[config.mk]
export PLATFORM = sky130hd
export DESIGN_NAME = wb_merge_queue_flat
export DESIGN_NICKNAME = d
export VERILOG_FILES = /design/src/rtl/wb_merge_queue_if.sv /design/src/rtl/wb_merge_queue.sv /design/src/flat_wrapper.sv
export SDC_FILE = /design/constraint.sdc
export NUM_CORES = 1
export LEC_CHECK = 0
export BUFFER_PORTS_ARGS = -buffer_cell sky130_fd_sc_hd__buf_2
export CORE_UTILIZATION = 40
export CTS_CLUSTER_DIAMETER = 100
export CTS_CLUSTER_SIZE = 12
export DETAILED_ROUTE_END_ITERATION = 10
export PLACE_DENSITY = 0.62
export SYNTH_ARGS = -nofsm -noshare
export SYNTH_HDL_FRONTEND = slang
export SYNTH_SLANG_ARGS = --single-unit
export TNS_END_PERCENT = 100
[constraint.sdc]
create_clock -name i_clk -period 5.2 [get_ports i_clk]
set_clock_uncertainty 0.1 [all_clocks]
set_input_delay 0 -clock i_clk [delete_from_list [all_inputs] [get_ports i_clk]]
set_output_delay 0 -clock i_clk [all_outputs]
set_load 0.01 [all_outputs]
[src/rtl/wb_merge_queue_if.sv]
// Bus bundle for wb_merge_queue: producer request lanes, register-file write port
// and the decode hazard lookup. The slave modport is the queue itself.
interface wb_merge_queue_if #(
    parameter int CHANNELS = 3,
    parameter int ARCH     = 64,
    parameter int TAGW     = 3
);
    logic [CHANNELS-1:0]      i_req_valid;
    logic [CHANNELS*6-1:0]    i_req_waddr;
    logic [CHANNELS*ARCH-1:0] i_req_wdata;
    logic [CHANNELS*TAGW-1:0] i_req_wtag;
    logic [CHANNELS-1:0]      o_req_ready;
    logic                     i_wb_ready;
    logic                     o_wena;
    logic [5:0]               o_waddr;
    logic [ARCH-1:0]          o_wdata;
    logic [TAGW-1:0]          o_wtag;
    logic [5:0]               i_chk_addr;
    logic                     o_chk_hit;
    logic                     o_idle;

    modport slave (
        input  i_req_valid, i_req_waddr, i_req_wdata, i_req_wtag, i_wb_ready, i_chk_addr,
        output o_req_ready, o_wena, o_waddr, o_wdata, o_wtag, o_chk_hit, o_idle
    );

    modport master (
        output i_req_valid, i_req_waddr, i_req_wdata, i_req_wtag, i_wb_ready, i_chk_addr,
        input  o_req_ready, o_wena, o_waddr, o_wdata, o_wtag, o_chk_hit, o_idle
    );
endinterface

[src/rtl/wb_merge_queue.sv]
// Write-back merge queue: per-producer FIFOs drained round-robin into one RF write port.
// Optional same-cycle bypass when all FIFOs are empty: define WB_MERGE_BYPASS_EN.
module wb_merge_fifo #(
    parameter int DEPTH = 4,
    parameter int EW    = 16
) (
    input  logic                         i_clk,
    input  logic                         i_rst,
    input  logic                         push,
    input  logic                         pop,
    input  logic [EW-1:0]                wentry,
    output logic [EW-1:0]                head,
    output logic [$clog2(DEPTH+1)-1:0]   cnt,
    input  logic [5:0]                   chk_addr,
    output logic                         hit
);
    localparam int PW = $clog2(DEPTH);
    localparam int CW = $clog2(DEPTH+1);

    logic [EW-1:0] mem [DEPTH];
    logic [PW-1:0] wr_ptr, rd_ptr, off;

    always_ff @(posedge i_clk or posedge i_rst) begin
        if (i_rst) begin
            wr_ptr <= '0;
            rd_ptr <= '0;
            cnt    <= '0;
        end else begin
            if (push) wr_ptr <= wr_ptr + PW'(1);
            if (pop)  rd_ptr <= rd_ptr + PW'(1);
            case ({push, pop})
                2'b10:   cnt <= cnt + CW'(1);
                2'b01:   cnt <= cnt - CW'(1);
                default: ;
            endcase
        end
    end

    // Storage carries no reset; occupancy alone decides which slots are live.
    always_ff @(posedge i_clk) begin
        if (push) mem[wr_ptr] <= wentry;
    end

    assign head = mem[rd_ptr];

    always_comb begin
        hit = 1'b0;
        off = '0;
        for (int i = 0; i < DEPTH; i++) begin
            off = PW'(i) - rd_ptr;
            if ((CW'(off) < cnt) && (mem[i][EW-1 -: 6] == chk_addr)) hit = 1'b1;
        end
    end
endmodule

module wb_merge_queue #(
    parameter int CHANNELS = 3,
    parameter int DEPTH    = 4,
    parameter int ARCH     = 64,
    parameter int TAGW     = 3
) (
    input  logic            i_clk,
    input  logic            i_rst,
    wb_merge_queue_if.slave bus
);
    localparam int RW = $clog2(CHANNELS);
    localparam int CW = $clog2(DEPTH+1);

    typedef struct packed {
        logic [5:0]      addr;
        logic [TAGW-1:0] tag;
        logic [ARCH-1:0] data;
    } wb_entry_t;
    localparam int EW = $bits(wb_entry_t);

    wb_entry_t [CHANNELS-1:0]         req, head;
    logic [CHANNELS-1:0][CW-1:0]      cnt;
    logic [CHANNELS-1:0]              nonempty, ready, push, pop, hit, byp_hot;
    logic [RW-1:0]                    rr, grant, byp_ch;
    logic                             grant_vld, byp_act, xfer, wena;
    wb_entry_t                        out_e;

    function automatic logic [RW-1:0] rr_next(input logic [RW-1:0] g);
        return (int'(g) == CHANNELS-1) ? '0 : g + RW'(1);
    endfunction

    for (genvar c = 0; c < CHANNELS; c++) begin : g_ch
        assign req[c].addr  = bus.i_req_waddr[6*c +: 6];
        assign req[c].tag   = bus.i_req_wtag[TAGW*c +: TAGW];
        assign req[c].data  = bus.i_req_wdata[ARCH*c +: ARCH];
        assign ready[c]     = cnt[c] != CW'(DEPTH);
        assign nonempty[c]  = cnt[c] != '0;
        // x0 writes are accepted but never stored
        assign push[c] = bus.i_req_valid[c] & ready[c] & (req[c].addr != 6'd0) & ~byp_hot[c];
        assign pop[c]  = xfer & (grant == RW'(c));

        wb_merge_fifo #(.DEPTH(DEPTH), .EW(EW)) u_fifo (
            .i_clk    (i_clk),
            .i_rst    (i_rst),
            .push     (push[c]),
            .pop      (pop[c]),
            .wentry   (req[c]),
            .head     (head[c]),
            .cnt      (cnt[c]),
            .chk_addr (bus.i_chk_addr),
            .hit      (hit[c])
        );
    end

    always_comb begin
        grant_vld = 1'b0;
        grant     = '0;
        for (int k = 0; k < CHANNELS; k++) begin
            if (!grant_vld && nonempty[(int'(rr) + k) % CHANNELS]) begin
                grant_vld = 1'b1;
                grant     = RW'((int'(rr) + k) % CHANNELS);
            end
        end
    end

`ifdef WB_MERGE_BYPASS_EN
    // Only when nothing is queued, so bypassing can never reorder a channel.
    always_comb begin
        byp_act = 1'b0;
        byp_ch  = '0;
        byp_hot = '0;
        if (!grant_vld && bus.i_wb_ready && !i_rst) begin
            for (int k = 0; k < CHANNELS; k++) begin
                if (!byp_act && bus.i_req_valid[(int'(rr) + k) % CHANNELS] &&
                    req[(int'(rr) + k) % CHANNELS].addr != 6'd0) begin
                    byp_act = 1'b1;
                    byp_ch  = RW'((int'(rr) + k) % CHANNELS);
                end
            end
            if (byp_act) byp_hot[byp_ch] = 1'b1;
        end
    end
`else
    assign byp_act = 1'b0;
    assign byp_ch  = '0;
    assign byp_hot = '0;
`endif

    assign xfer  = grant_vld & bus.i_wb_ready;
    assign wena  = grant_vld | byp_act;
    assign out_e = byp_act ? req[byp_ch] : head[grant];

    always_ff @(posedge i_clk or posedge i_rst) begin
        if (i_rst)        rr <= '0;
        else if (xfer)    rr <= rr_next(grant);
        else if (byp_act) rr <= rr_next(byp_ch);
    end

    assign bus.o_req_ready = ready;
    assign bus.o_wena      = wena;
    assign bus.o_waddr     = wena ? out_e.addr : '0;
    assign bus.o_wdata     = wena ? out_e.data : '0;
    assign bus.o_wtag      = wena ? out_e.tag  : '0;
    assign bus.o_idle      = ~|nonempty;
    assign bus.o_chk_hit   = (bus.i_chk_addr != 6'd0) &
                             ((|hit) | (byp_act & (req[byp_ch].addr == bus.i_chk_addr)));
endmodule

[src/flat_wrapper.sv]
// flat-port wrapper written by rule: the top's interface ports become plain ports
module wb_merge_queue_flat 
#(
    parameter int CHANNELS = 3,
    parameter int DEPTH    = 4,
    parameter int ARCH     = 64,
    parameter int TAGW     = 3
)
  (i_clk, i_rst, bus_i_req_valid, bus_i_req_waddr, bus_i_req_wdata, bus_i_req_wtag, bus_i_wb_ready, bus_i_chk_addr, bus_o_req_ready, bus_o_wena, bus_o_waddr, bus_o_wdata, bus_o_wtag, bus_o_chk_hit, bus_o_idle);
  wb_merge_queue_if #(.CHANNELS(CHANNELS), .ARCH(ARCH), .TAGW(TAGW)) bus_i ();
  input  logic i_clk;
  input  logic i_rst;
  input wire logic [$bits(bus_i.i_req_valid)-1:0] bus_i_req_valid;
  input wire logic [$bits(bus_i.i_req_waddr)-1:0] bus_i_req_waddr;
  input wire logic [$bits(bus_i.i_req_wdata)-1:0] bus_i_req_wdata;
  input wire logic [$bits(bus_i.i_req_wtag)-1:0] bus_i_req_wtag;
  input wire logic [$bits(bus_i.i_wb_ready)-1:0] bus_i_wb_ready;
  input wire logic [$bits(bus_i.i_chk_addr)-1:0] bus_i_chk_addr;
  output wire logic [$bits(bus_i.o_req_ready)-1:0] bus_o_req_ready;
  output wire logic [$bits(bus_i.o_wena)-1:0] bus_o_wena;
  output wire logic [$bits(bus_i.o_waddr)-1:0] bus_o_waddr;
  output wire logic [$bits(bus_i.o_wdata)-1:0] bus_o_wdata;
  output wire logic [$bits(bus_i.o_wtag)-1:0] bus_o_wtag;
  output wire logic [$bits(bus_i.o_chk_hit)-1:0] bus_o_chk_hit;
  output wire logic [$bits(bus_i.o_idle)-1:0] bus_o_idle;
  assign bus_i.i_req_valid = bus_i_req_valid;
  assign bus_i.i_req_waddr = bus_i_req_waddr;
  assign bus_i.i_req_wdata = bus_i_req_wdata;
  assign bus_i.i_req_wtag = bus_i_req_wtag;
  assign bus_i.i_wb_ready = bus_i_wb_ready;
  assign bus_i.i_chk_addr = bus_i_chk_addr;
  assign bus_o_req_ready = bus_i.o_req_ready;
  assign bus_o_wena = bus_i.o_wena;
  assign bus_o_waddr = bus_i.o_waddr;
  assign bus_o_wdata = bus_i.o_wdata;
  assign bus_o_wtag = bus_i.o_wtag;
  assign bus_o_chk_hit = bus_i.o_chk_hit;
  assign bus_o_idle = bus_i.o_idle;
  wb_merge_queue #(.CHANNELS(CHANNELS), .DEPTH(DEPTH), .ARCH(ARCH), .TAGW(TAGW)) u_core (.i_clk(i_clk), .i_rst(i_rst), .bus(bus_i));
endmodule
# Word level (Yosys, flattened, before mapping)
# Memory sizes are Yosys's and may differ from the RTL's.
# Cells that the tools add are included.
[word_totals] regBits=23 memories=3 out_inout_bits=79 ram_bits=876 word_cells=166 in_bits=231
[memory_table] name="u_core.g_ch[0].u_fifo.mem" words=4 width=73 read_ports=5 rd_ports_with_merged_regs=0 wr=1 line_no="wb_merge_queue.sv:20" rtl="logic [EW-1:0] mem [DEPTH];"
[memory_table] name="u_core.g_ch[1].u_fifo.mem" words=4 width=73 read_ports=5 rd_ports_with_merged_regs=0 wr=1 line_no="wb_merge_queue.sv:20"
[memory_table] name="u_core.g_ch[2].u_fifo.mem" words=4 width=73 read_ports=5 rd_ports_with_merged_regs=0 wr=1 line_no="wb_merge_queue.sv:20"
[classes] n_div=3 magnitude_cmp=16 bitwise=11 eq_ne=24 reduce_logical=30 addsub=27 mux=42
[op_table] cell="$bmux 73 s2" count=1
[op_table] cell="$lt 32x4->1 const B" count=3
[op_table] cell="$mux 73" count=1
[op_table] cell="$eq 6x6->1" count=12
[op_table] cell="$mod 32x3->32 const B" count=2
[op_table] cell="$mux 64" count=1
[op_table] cell="$lt 2x3->1" count=12
[op_table] cell="$mod 3x3->32 const B" count=1
[op_table] cell="$mux 1" count=27
[op_table] cell="$reduce_bool 6->1" count=4
[op_table] cell="$pmux 3 s2" count=3
[op_table] cell="$add 2x1->2 const B" count=7
[op_table] cell="$logic_and 1x1->1" count=14
[op_table] cell="$sub 1x2->2 const A" count=6
[op_table] cell="$sub 2x2->2 const A" count=6
[op_table] cell="$and 1x1->1" count=11
[op_table] cell="$eq 2x2->1 const B" count=5
[op_table] cell="$add 3x1->3 const B" count=3
[op_table] cell="$ne 3x3->1 const B" count=3
[op_table] cell="$reduce_bool 3->1" count=3
[op_table] cell="$sub 3x1->3 const B" count=3
[op_table] cell="$eq 2x1->1 const B" count=4
[op_table] cell="$mux 2" count=4
[op_table] cell="$bmux 1 s2" count=3
[op_table] cell="9 further kinds" count=14

# Longest topological paths before layout
# Gate-level depths: netlist (run 1).
[depth] ltp_word=15 mapped_depth=15 depth_no_buf=13

# By module
# From an unflattened synthesis (run 1), not the netlist that was laid out.
[hier_totals] cells_unflattened=1708 hier_area_um2=35884.4
[by_module_without_submodules] mod="wb_merge_fifo at u_core.g_ch[0].u_fifo ..." area_each_um2=11339.6 instances=2 cells_per_inst=467 seq_area_each_um2=8943.6
[by_module_without_submodules] mod="wb_merge_fifo at u_core.g_ch[2].u_fifo" area_each_um2=11320.9 instances=1 cells_per_inst=465 seq_area_each_um2=8943.6
[by_module_without_submodules] mod="wb_merge_queue" area_each_um2=1884.3 instances=1 cells_per_inst=309 seq_area_each_um2=50.0

# Least setup slack after synthesis (run 1)
# No wires, ideal clock.
[synth_timing] kind="reg2reg" start="register u_core.g_ch[1].u_fifo.cnt[0]" end="memory u_core.g_ch[1].u_fifo.mem[0][0] in the netlist's numbering (enable)" t_required_ns=4.661 setup_time_ns=0.439 n_path_buf=0 stages_incl_launch_ff=5 period_less_slack_ns=3.223 slack_ns=1.977 arrival_ns=2.684 path_cell_list="dfrtp_1 inv_1 nand3_1 o311a_1 and2_1"
[synth_between] elab_chain_cells=5
[synth_lines] item="start, declared" line_no="wb_merge_queue.sv:13" rtl="output logic [$clog2(DEPTH+1)-1:0] cnt,"
[synth_lines] item="start signal, assigned" line_no="wb_merge_queue.sv:32" rtl="2'b10: cnt <= cnt + CW'(1);"
[synth_lines] item="start signal, assigned" line_no="wb_merge_queue.sv:33" rtl="2'b01: cnt <= cnt - CW'(1);"
[synth_lines] item="$ne 3x3->1" line_no="wb_merge_queue.sv:91" rtl="assign ready[c] = cnt[c] != CW'(DEPTH);"
[synth_lines] item="named net bus_o_req_ready[1]" line_no="flat_wrapper.sv:19" rtl="output wire logic [$bits(bus_i.o_req_ready)-1:0] bus_o_req_ready;"
[synth_lines] item="$and 1x1->1 (2 in series)" line_no="wb_merge_queue.sv:94" rtl="assign push[c] = bus.i_req_valid[c] & ready[c] & (req[c].addr != 6'd0) & ~byp_hot[c];"
[synth_lines] item="$mux 1" line_no="wb_merge_queue.sv:41" rtl="if (push) mem[wr_ptr] <= wentry;"
[synth_lines] item="$mux 1 (not written as such)" line_no="wb_merge_queue.sv:41"
[synth_lines] item="end, declared" line_no="wb_merge_queue.sv:20"
# The timed path passes the listed nets, and every way through them passes these cells.

# Worst setup path in the final report (run 1)
[layout_timing] start="register u_core.g_ch[1].u_fifo.cnt[0]" end="output port bus_o_wdata[39]"
[layout_between] elab_chain_cells=14 word_cells_on_any_way=23 cone_classes="18 x mux; 5 x reduce/logical"
[layout_lines] item="$reduce_bool 3->1 *" line_no="wb_merge_queue.sv:92" rtl="assign nonempty[c] = cnt[c] != '0;"
[layout_lines] item="$bmux 1 s2" line_no="wb_merge_queue.sv:114" rtl="if (!grant_vld && nonempty[(int'(rr) + k) % CHANNELS]) begin"
[layout_lines] item="$mux 1 (not written as such) (2 in series)" line_no="wb_merge_queue.sv:114"
[layout_lines] item="$mux 1" line_no="wb_merge_queue.sv:114"
[layout_lines] item="$logic_not 1->1" line_no="wb_merge_queue.sv:114"
[layout_lines] item="$logic_and 1x1->1" line_no="wb_merge_queue.sv:114"
[layout_lines] item="$mux 1" line_no="wb_merge_queue.sv:114"
[layout_lines] item="$logic_not 1->1" line_no="wb_merge_queue.sv:114"
[layout_lines] item="$logic_and 1x1->1" line_no="wb_merge_queue.sv:114"
[layout_lines] item="$mux 2" line_no="wb_merge_queue.sv:114"
[layout_lines] item="$bmux 73 s2" line_no="wb_merge_queue.sv:146" rtl="assign out_e = byp_act ? req[byp_ch] : head[grant];"
[layout_lines] item="$mux 73 (not written as such)" line_no="wb_merge_queue.sv:146"
[layout_lines] item="$mux 64 *" line_no="wb_merge_queue.sv:157" rtl="assign bus.o_wdata = wena ? out_e.data : '0;"
[layout_lines] item="end, declared" line_no="flat_wrapper.sv:22" rtl="output wire logic [$bits(bus_i.o_wdata)-1:0] bus_o_wdata;"
# Every way passes the cells marked *; elsewhere a longest branch is shown, timed or not. The select of a mux whose other input is x is not followed.

==> results of run 1 <==
[worst paths after layout]
kind	from	end	slack [ns]	depth (start not counted)
max in group asynchronous	i_rst	u_core.g_ch[1].u_fifo.rd_ptr[0]	4.22	3
max	u_core.g_ch[1].u_fifo.cnt[0]	bus_o_wdata[39]	1.30	7
min in group asynchronous	i_rst	u_core.g_ch[2].u_fifo.rd_ptr[1]	0.08	3
min	bus_i_req_wdata[176]	u_core.g_ch[2].u_fifo.mem[2][48]	0.03	2
max reg2reg	u_core.rr[0]	u_core.g_ch[2].u_fifo.cnt[2]	1.81	12
min reg2reg	u_core.rr[1]	u_core.rr[1]	0.42	1
[per-stage QoR]
stage          total power [mW]  utilization  hold WS (ns)
2_1_floorplan              17.3            -       -0.0981
3_3_place_gp               20.7        0.437         0.109
3_5_place_dp               20.8        0.437         0.116
4_1_cts                    26.6        0.494     0.0000120
5_1_grt                    27.5        0.494        0.0172
6_report                   26.3        0.494        0.0319
[power breakdown]
group	total, mW	leakage (nW)	internal, mW	switching, mW
clock network	5.61	1.14	3.07	2.54
logic	10.3	5.92	4.66	5.65
registers	10.3	8.29	9.56	0.782
total	26.3	15.4	17.3	8.97
[sequential cells by signal, summed over array words and instances (netlist names)]
| signal | cells |
|---|---|
| u_core.rr | 2 |
| u_core.g_ch.u_fifo.wr_ptr | 6 |
| u_core.g_ch.u_fifo.cnt | 9 |
| u_core.g_ch.u_fifo.mem | 876 |
| u_core.g_ch.u_fifo.rd_ptr | 6 |
[critical path, cell delays in order, from the launching register on]
cell and delay, ns:
dfrtp_1 0.44, or3_1 0.46, nor2_1 0.24, maj3_2 0.26, a211o_4 0.52, buf_4 0.75
a21oi_2 0.10, buf_2 0.20
[cell families after synthesis]
kind of cell             count (synthesis)  share of synthesized area
AND/OR/NAND/NOR                        216                     0.0262
XOR/XNOR                                93                     0.0222
adder cells (fa/ha/maj)                 34                     0.0121
multiplexers                           295                      0.163
AO/OA/AOI/OAI                          113                     0.0257
flip-flops                             899                      0.732
buffers and inverters                  130                     0.0189
[routing by layer]
| metal | wire length [um] | vias up | part of all wire |
|---|---|---|---|
| li1 | - | 8373 | - |
| met1 | 38300 | 10100 | 0.41 |
| met2 | 46800 | 531 | 0.50 |
| met3 | 5000 | 155 | 0.054 |
| met4 | 2540 | 18 | 0.027 |
| met5 | 116 | - | 0.0013 |
[placed cells by master (no fill, tap or decap), drive strengths merged, types with 23 or more instances in the layout]
cell           n
a21oi         80
buf          341
clkbuf       106
dfrtp         23
dlygate4sd3  282
edfxtp       876
ha            29
inv           37
mux2          73
mux4         219
nand2        158
xnor2         42
xor2          51
[final cells by class]
class,instances,area [um2]
Antenna cell,8,20.0
Clock buffer,106,2290
Clock inverter,6,57.6
Fill cell,7335,45700
Inverter,34,128
Multi-Input combinational cell,751,9200
Sequential cell,899,26900
Tap cell,1176,1470
Timing Repair Buffer,623,4630
==> metrics, run 1 <==
die area 93000 um2; root buffer cell clkbuf_16; area share of the largest cell type after synthesis 0.717; DP Area 39500 um2; Post-Syn Nets 2043; top-count cell post-synth edfxtp_1; initial antenna violation count 20; CP Class reg2out; vias in the first global route 21100; total of max-cap violations 0; Avg WL per Cell 25.8 um; CTS Sinks 899; startpoint type of the worst setup path register; post-synthesis sequential area ratio 0.732; Initial Utilization 0.406; top cells by count, synth edfxtp_1, mux4_2, nand2_1; Final WS setup roughly 1.3 ns; synth unique cells 50; RePlAce Congestion roughly 0.86; Lkg Pwr 15.4 nW; Worst Path Arrival 3.80 ns; clock buffer depth 3; Async SR Flop Fraction 0.0256; post-route cell area 44700 um2; IO Port Bufs 309; library cell with the largest summed area after synthesis edfxtp_1; CP endpoint kind output pin; syn_area_per_cell 20.6 um2; Final min period 3.90 ns; crit path max fanout 47; Power Density about 600 nW/um2; post-route ant nets 0; Synth area leaders edfxtp_1, mux4_2, mux2_4; Inserted Clock Buffers 85; RSZ-0062 raised after global routing false; largest net degree at the start of global routing 74; drt pass-1 iters 5; dpl ws roughly 1.8 ns; Fmax 0.257 GHz; M1 GR Usage 0.260; final count of negative-setup-slack endpoints 0; final cell count without fillers 3603; CTS tree done; global-route wire length before repair about 140 mm; via count 19100; Final Max Slew Viols 0; PostCTS Resize Cnt 0; Slew HR 0.277; Max H-tree Level 3; grt total ovfl 0; commonest register cell after synthesis edfxtp_1; Least-Margin Pin Slew about 1.1 ns; violation count after the first detailed-routing iteration around 1400; CTS clk-pin slew, worst paths 0.07 ns; dpl cells 3201; period utilisation layout 0.749; Post-Route WL 92.8 mm; DP HPWL just under 60 mm; worst-skew pair later-pin latency 0.66 ns; Hold Crit Class in2reg; synth warn 0; DRC Markers 0; synth-to-layout area growth 21.8%; GRT Total Usage 0.202; row count 110; io pins 310; status completed; flops & latches, synth 899; core area approximately 90000 um2; endpoints failing hold 0; GR Util met2 0.345; Required @ worst endpoint between 5 and 6 ns; Die Y 305 um; fin nets around 2700; GR peak layer met2; # Post-CTS Setup Buffers 0; Post-Synthesis Cells 1780; setup TNS 0 ns; share of cells above drive strength 1 0.342; post-synthesis cell area 36700 um2; vias per inst ~5.3; count of flip-flops with a built-in enable after synthesis 876; Die X 305 um; M3 GR Usage 0.0410; worst-case vdd ir drop 0.000582 V; Hold-fix buffers, CTS 282
(Power assumes the default switching activity.)
==> run 2: changes to the inputs <==
--- a/config.mk
+++ b/config.mk
@@ -10,7 +10,7 @@
 export CTS_CLUSTER_DIAMETER = 100
 export CTS_CLUSTER_SIZE = 12
 export DETAILED_ROUTE_END_ITERATION = 10
-export PLACE_DENSITY = 0.62
+export PLACE_DENSITY = 0.64
 export SYNTH_ARGS = -nofsm -noshare
 export SYNTH_HDL_FRONTEND = slang
 export SYNTH_SLANG_ARGS = --single-unit
==> constraint.sdc (replaced) <==
create_clock -name i_clk -period 3.1 [get_ports i_clk]
set_clock_uncertainty 0.1 [all_clocks]
set_input_delay 0 -clock i_clk [delete_from_list [all_inputs] [get_ports i_clk]]
set_output_delay 0 -clock i_clk [all_outputs]
set_load 0.01 [all_outputs]
==> metrics, run 2 (same netlist as run 1, synthesis figures left out) <==
status complete, but fails checks (was completed); failing checks setup timing; CTS tree done (unchanged); Required @ worst endpoint 3.00 ns (was 5.10 ns); RSZ-0062 raised after global routing true (was false); post-route ant nets 0 (unchanged); vias per inst 5.50 (was 5.31); P_int 31.8 mW (was 17.3 mW); DRC Markers 0 (unchanged); Max H-tree Level 3 (unchanged); fin nets 2785 (was 2657); Initial Utilization 0.406 (unchanged); Final Max Slew Viols 0 (unchanged); CP Class reg2out (unchanged); Avg WL per Cell 28.2 um (was 25.8 um); grt total ovfl 0 (unchanged); die area 93000 um2 (unchanged); Slew HR 0.336 (was 0.277); commonest non-fill, non-tap cell in the layout edfxtp_1 (unchanged); worst-case vdd ir drop 0.000728 V (was 0.000582 V); Lkg Pwr 16.5 nW (was 15.4 nW); r2r setup slk 0.03 ns (was 1.81 ns); synth-to-layout area growth 28.9% (was 21.8%); Hold Crit Class in2reg (unchanged); endpoints failing hold 0 (unchanged); largest net degree at the start of global routing 60 (was 74); final count of negative-setup-slack endpoints 10 (was 0); CTS Sinks 899 (unchanged); clock power share 0.191 (was 0.213); vias in the first global route 21900 (was 21100); Least-Margin Pin Slew 0.994 ns (was 1.08 ns); Top Registers u_core.g_ch.u_fifo.mem: 876 flops, u_core.g_ch.u_fifo.cnt: 9 flops (unchanged); max reg flops 876 (unchanged); post-route cell area 47300 um2 (was 44700 um2); startpoint type of the worst setup path register (unchanged); Fill cells 7093 (was 7335); IO Port Bufs 309 (unchanged); clock buffer depth 3 (unchanged); initial antenna violation count 13 (was 20); share of cells above drive strength 1 0.391 (was 0.342); Post-Route WL 105 mm (was 92.8 mm); io pins 310 (unchanged); via count 20500 (was 19100); global-route wire length before repair 146 mm (was 138 mm); Final min period around 3.1 ns; Power Density 1040 nW/um2 (was 587 nW/um2); drt pass-1 iters 6 (was 5); Die X 305 um (unchanged); Die Y 305 um (unchanged); core area 90400 um2 (unchanged); dpl ws 0.217 ns (was 1.79 ns); GRT Total Usage 0.216 (was 0.202); total of max-cap violations 0 (unchanged); Biggest register u_core.g_ch.u_fifo.mem (unchanged); root buffer cell clkbuf_16 (unchanged); Reg power frac 0.341 (was 0.394); row count 110 (unchanged); P_sw 17.2 mW (was 8.97 mW); Inserted Clock Buffers 85 (unchanged); CP endpoint kind output pin (unchanged); violation count after the first detailed-routing iteration 1567 (was 1440); Final WS setup -0.0221 ns (was 1.30 ns); Fmax 0.320 GHz; post-layout util 0.523 (was 0.494); period utilisation layout 1.01; Worst Path Arrival 3.02 ns (was 3.80 ns); crit path max fanout 8 (was 47); Comb pwr share 0.467 (was 0.393); DP HPWL 56.5 mm (was 58.7 mm); worst-skew pair later-pin latency 0.66 ns (about the same); DP Area 40000 um2 (was 39500 um2); most frequent cells in the layout edfxtp_1, dlygate4sd3_1, buf_2 (was edfxtp_1, buf_2, dlygate4sd3_1); Sw Share 0.350 (was 0.342); CTS clk-pin slew, worst paths 0.07 ns (about the same); RePlAce Congestion 0.856 (was 0.859)
## run 2: cell types whose count changed in the layout (fill, tap and decap cells not counted), moves of 20 or more
cell / change
buf_12: +31
dlygate4sd3_1: +49
mux2_2: -20
mux2_4: +20
nand2_1: -70
nand2_2: +48
nand2_4: +22
## run 2: path summary, 6_finish.rpt
path                                      from                               end  cells past startpoint
min in group asynchronous                i_rst   u_core.g_ch[2].u_fifo.rd_ptr[1]                      3
hold / removal             bus_i_req_wdata[38]  u_core.g_ch[0].u_fifo.mem[2][38]                      2
hold reg to reg                   u_core.rr[0]                      u_core.rr[0]                      1
setup / recovery                  u_core.rr[0]                   bus_o_wdata[54]                     11
setup reg to reg                  u_core.rr[0]      u_core.g_ch[0].u_fifo.cnt[2]                     15
max in group asynchronous                i_rst   u_core.g_ch[0].u_fifo.rd_ptr[1]                      3
## run 2: timing repair
item | CTS | global route
hold buffers | 330 | 1
pin swaps | 12 | 74
cloned | 14 | 13
setup endpoints to repair | 75 | 75
gates resized for setup | 86 | 103
setup buffers | 17 | 14
endpoints found under the hold margin | 919 | 4
## run 2: routing by layer
layer	up-vias	GRT usage	share of wire
met3	183	0.0356	0.060
met4	14	0.0591	0.029
met5	-	0	0.00079
li1	8653	-	-
met2	757	0.378	0.51
met1	10900	0.277	0.40
## run 2: final cells by class
type | count | area (um2) | area share
diodes | 6 | 15.0 | 0.000317
multi-input cells | 752 | 9710 | 0.205
clock inverters | 6 | 62.6 | 0.00132
inverters | 34 | 128 | 0.00270
repair buffers | 750 | 6750 | 0.143
well taps | 1176 | 1470 | 0.0311
flip-flops and latches | 899 | 26900 | 0.569
clock buffers | 109 | 2260 | 0.0477
## run 2: through the flow
stage	total power, mW	TNS [ns]	hold WS [ns]	cells
6_report	49.0	-0.0831	0.0353	3732
3_5_place_dp	35.3	0	0.116	3222
3_3_place_gp	34.9	0	0.109	3222
2_1_floorplan	28.9	0	-0.0981	1780
4_1_cts	47.6	-4.37	0.000147	3698
5_1_grt	51.0	-5.08	0.00308	3731
## run 2: power groups by stage
stage / clock network (mW) / registers, mW / logic [mW]
3_3_place_gp: 0 / 16.8 / 18.1
2_1_floorplan: 0 / 16.7 / 12.2
3_5_place_dp: 0 / 16.9 / 18.3
6_report: 9.36 / 16.7 / 22.9
4_1_cts: 9.56 / 16.7 / 21.4
5_1_grt: 9.94 / 16.9 / 24.2
## run 2: worst max-delay path: stages, from the launching register on
cell	delay, ns
dfrtp_1	0.42
inv_2	0.08
ha_4	0.21
maj3_2	0.32
o211ai_4	0.21
buf_12	0.18
buf_12	0.15
buf_16	0.17
mux2_4	0.33
nand2_4	0.08
a21oi_2	0.05
buf_2	0.15
==> run 3: changes to the inputs <==
--- a/config.mk
+++ b/config.mk
@@ -11,6 +11,8 @@
 export CTS_CLUSTER_SIZE = 12
 export DETAILED_ROUTE_END_ITERATION = 10
 export PLACE_DENSITY = 0.64
+export REMOVE_ABC_BUFFERS = 1
+export SKIP_LAST_GASP = 1
 export SYNTH_ARGS = -nofsm -noshare
 export SYNTH_HDL_FRONTEND = slang
 export SYNTH_SLANG_ARGS = --single-unit
==> metrics, run 3 (same netlist as run 1, synthesis figures left out) <==
status completed (was complete, but fails checks); root buffer cell clkbuf_16 (unchanged); DP HPWL 55.8 mm (was 56.5 mm); Slew HR 0.326 (was 0.336); CTS tree done (unchanged); M1 GR Usage 0.271 (was 0.277); GRT Total Usage 0.207 (was 0.216); drt pass-1 iters 5 (was 6); Final min period 3.08 ns (was 3.12 ns); final count of negative-setup-slack endpoints 0 (was 10); final cell count without fillers 3695 (was 3732); Required @ worst endpoint 3.56 ns (was 3.00 ns); Biggest register u_core.g_ch.u_fifo.mem (unchanged); Die X 305 um (unchanged); startpoint type of the worst setup path register (unchanged); crit path max fanout 5 (was 8); share of cells above drive strength 1 0.385 (was 0.391); Fmax 0.325 GHz (was 0.320 GHz); endpoints failing hold 0 (unchanged); CP Class reg2reg (was reg2out); Final Max Slew Viols 0 (unchanged); Post-Route WL 98.6 mm (was 105 mm); vias per inst 5.37 (was 5.50); RePlAce Congestion 0.876 (was 0.856); vias in the first global route 21500 (was 21900); Avg WL per Cell 26.7 um (was 28.2 um); Die Y 305 um (unchanged); row count 110 (unchanged); grt total ovfl 0 (unchanged); synth-to-layout area growth 27.4% (was 28.9%); Critical path destination u_core.g_ch[0].u_fifo.cnt[2] (was bus_o_wdata[54]); worst-skew pair later-pin latency 0.64 ns (was 0.66 ns); total of max-cap violations 0 (unchanged); Hold Crit Class in2reg (unchanged); Worst Path Arrival 3.54 ns (was 3.02 ns); period utilisation layout 0.994 (was 1.01); global-route wire length before repair 139 mm (was 146 mm); Lkg Pwr 16.2 nW (was 16.5 nW); Max H-tree Level 3 (unchanged); Least-Margin Pin Slew 1.01 ns (was 0.994 ns); commonest non-fill, non-tap cell in the layout edfxtp_1 (unchanged); dpl cells 3219 (was 3222); IO Port Bufs 309 (unchanged); total power 47.6 mW (was 49.0 mW); R2R Path End u_core.g_ch[0].u_fifo.cnt[2] (unchanged); Power Density 1020 nW/um2 (was 1040 nW/um2); via count 19800 (was 20500); fin nets 2758 (was 2785); Initial Utilization 0.406 (unchanged); initial antenna violation count 9 (was 13); WHS Path Cells 2 (unchanged); DRC Markers 0 (unchanged); core area 90400 um2 (unchanged); worst reg-to-reg path cell count 15 (unchanged); most frequent cells in the layout edfxtp_1, dlygate4sd3_1, buf_2 (unchanged); GR peak layer met2 (unchanged); clock buffer depth 3 (unchanged); M3 GR Usage 0.0389 (was 0.0356); r2r setup slk 0.02 ns (was 0.03 ns); post-route ant nets 0 (unchanged); io pins 310 (unchanged); Top Registers u_core.g_ch.u_fifo.mem: 876 flops, u_core.g_ch.u_fifo.cnt: 9 flops (unchanged); Fill cells 7123 (was 7093); CTS Sinks 899 (unchanged); CP endpoint kind register (was output pin); GR Util met2 0.350 (was 0.378); r2r startpoint u_core.rr[0] (unchanged); CTS clk-pin slew, worst paths 0.07 ns (about the same); worst-case vdd ir drop 0.000880 V (was 0.000728 V); Crit. Startpoint u_core.rr[0] (unchanged); max reg flops 876 (unchanged); die area 93000 um2 (unchanged); Inserted Clock Buffers 85 (unchanged); violation count after the first detailed-routing iteration 1631 (was 1567); largest net degree at the start of global routing 55 (was 60); RSZ-0062 raised after global routing true (unchanged)
==> run 3: stage by stage <==
| step | worst slack (ns) | setup TNS, ns | util | area [um2] | hold slack, ns |
|---|---|---|---|---|---|
| floorplan | -2.27 | -253.20 | - | 36100 | -0.0981 |
| global placement | 0.268 | 0 | 0.442 | 40000 | 0.109 |
| detailed placement | 0.196 | 0 | 0.442 | 40000 | 0.117 |
| CTS | -0.0884 | -4.04 | 0.511 | 46200 | 0.000403 |
| global route | -0.0541 | -0.614 | 0.517 | 46800 | 0.0199 |
| finish | 0.0191 | 0 | 0.517 | 46800 | 0.0321 |
==> run 3: power breakdown <==
part           switching, mW  internal [mW]  total [mW]
Clock                   4.28           5.12        9.39
Sequential             0.699           16.0        16.7
Combinational           11.4           10.1        21.4
Total                   16.3           31.2        47.6
==> run 3: worst min path at each step <==
stage	slack (ns)	startpoint	to
after floorplan	-0.1	i_rst	u_core.g_ch[0].u_fifo.cnt[0]
after global placement	0.11	bus_i_req_wdata[143]	u_core.g_ch[2].u_fifo.mem[0][15]
after detailed placement	0.12	bus_i_req_wdata[168]	u_core.g_ch[2].u_fifo.mem[2][40]
after CTS	0.0004	bus_i_req_wdata[168]	u_core.g_ch[2].u_fifo.mem[2][40]
after global routing	0.02	bus_i_req_wdata[5]	u_core.g_ch[0].u_fifo.mem[1][5]
final	0.03	bus_i_req_wdata[10]	u_core.g_ch[0].u_fifo.mem[3][10]
==> run 3: final cells by class <==
cell class | instances | area, um2 | area share
Tap cell | 1176 | 1470 | 0.0315
Clock buffer | 102 | 2280 | 0.0487
Antenna cell | 4 | 10.0 | 0.000214
Timing Repair Buffer | 723 | 6240 | 0.133
Multi-Input combinational cell | 752 | 9670 | 0.207
Inverter | 34 | 128 | 0.00273
Clock inverter | 5 | 57.6 | 0.00123
Sequential cell | 899 | 26900 | 0.575
==> run 3: metal layers <==
metal,wire [um],vias up
met1,40900,10500
li1,-,8574
met3,6270,139
met5,66,-
met2,49200,637
met4,2220,10
==> run 3: critical path: stages, from the launching register on <==
cell	delay, ns
dfrtp_1	0.41
inv_2	0.08
ha_4	0.21
maj3_2	0.33
o211ai_4	0.18
buf_4	0.15
buf_12	0.15
buf_8	0.13
nand3_4	0.09
nor2_4	0.17
ha_4	0.15
inv_1	0.05
fa_2	0.38
xor2_1	0.14
nor2_1	0.13
xnor2_1	0.13
==> run 3: timing repair <==
item	CTS	global route
cloned	9	4
pin swaps	42	19
hold buffers	322	2
resized for setup	102	77
setup buffers	10	20
endpoints found under the hold margin	919	7
setup endpoints to repair	75	78
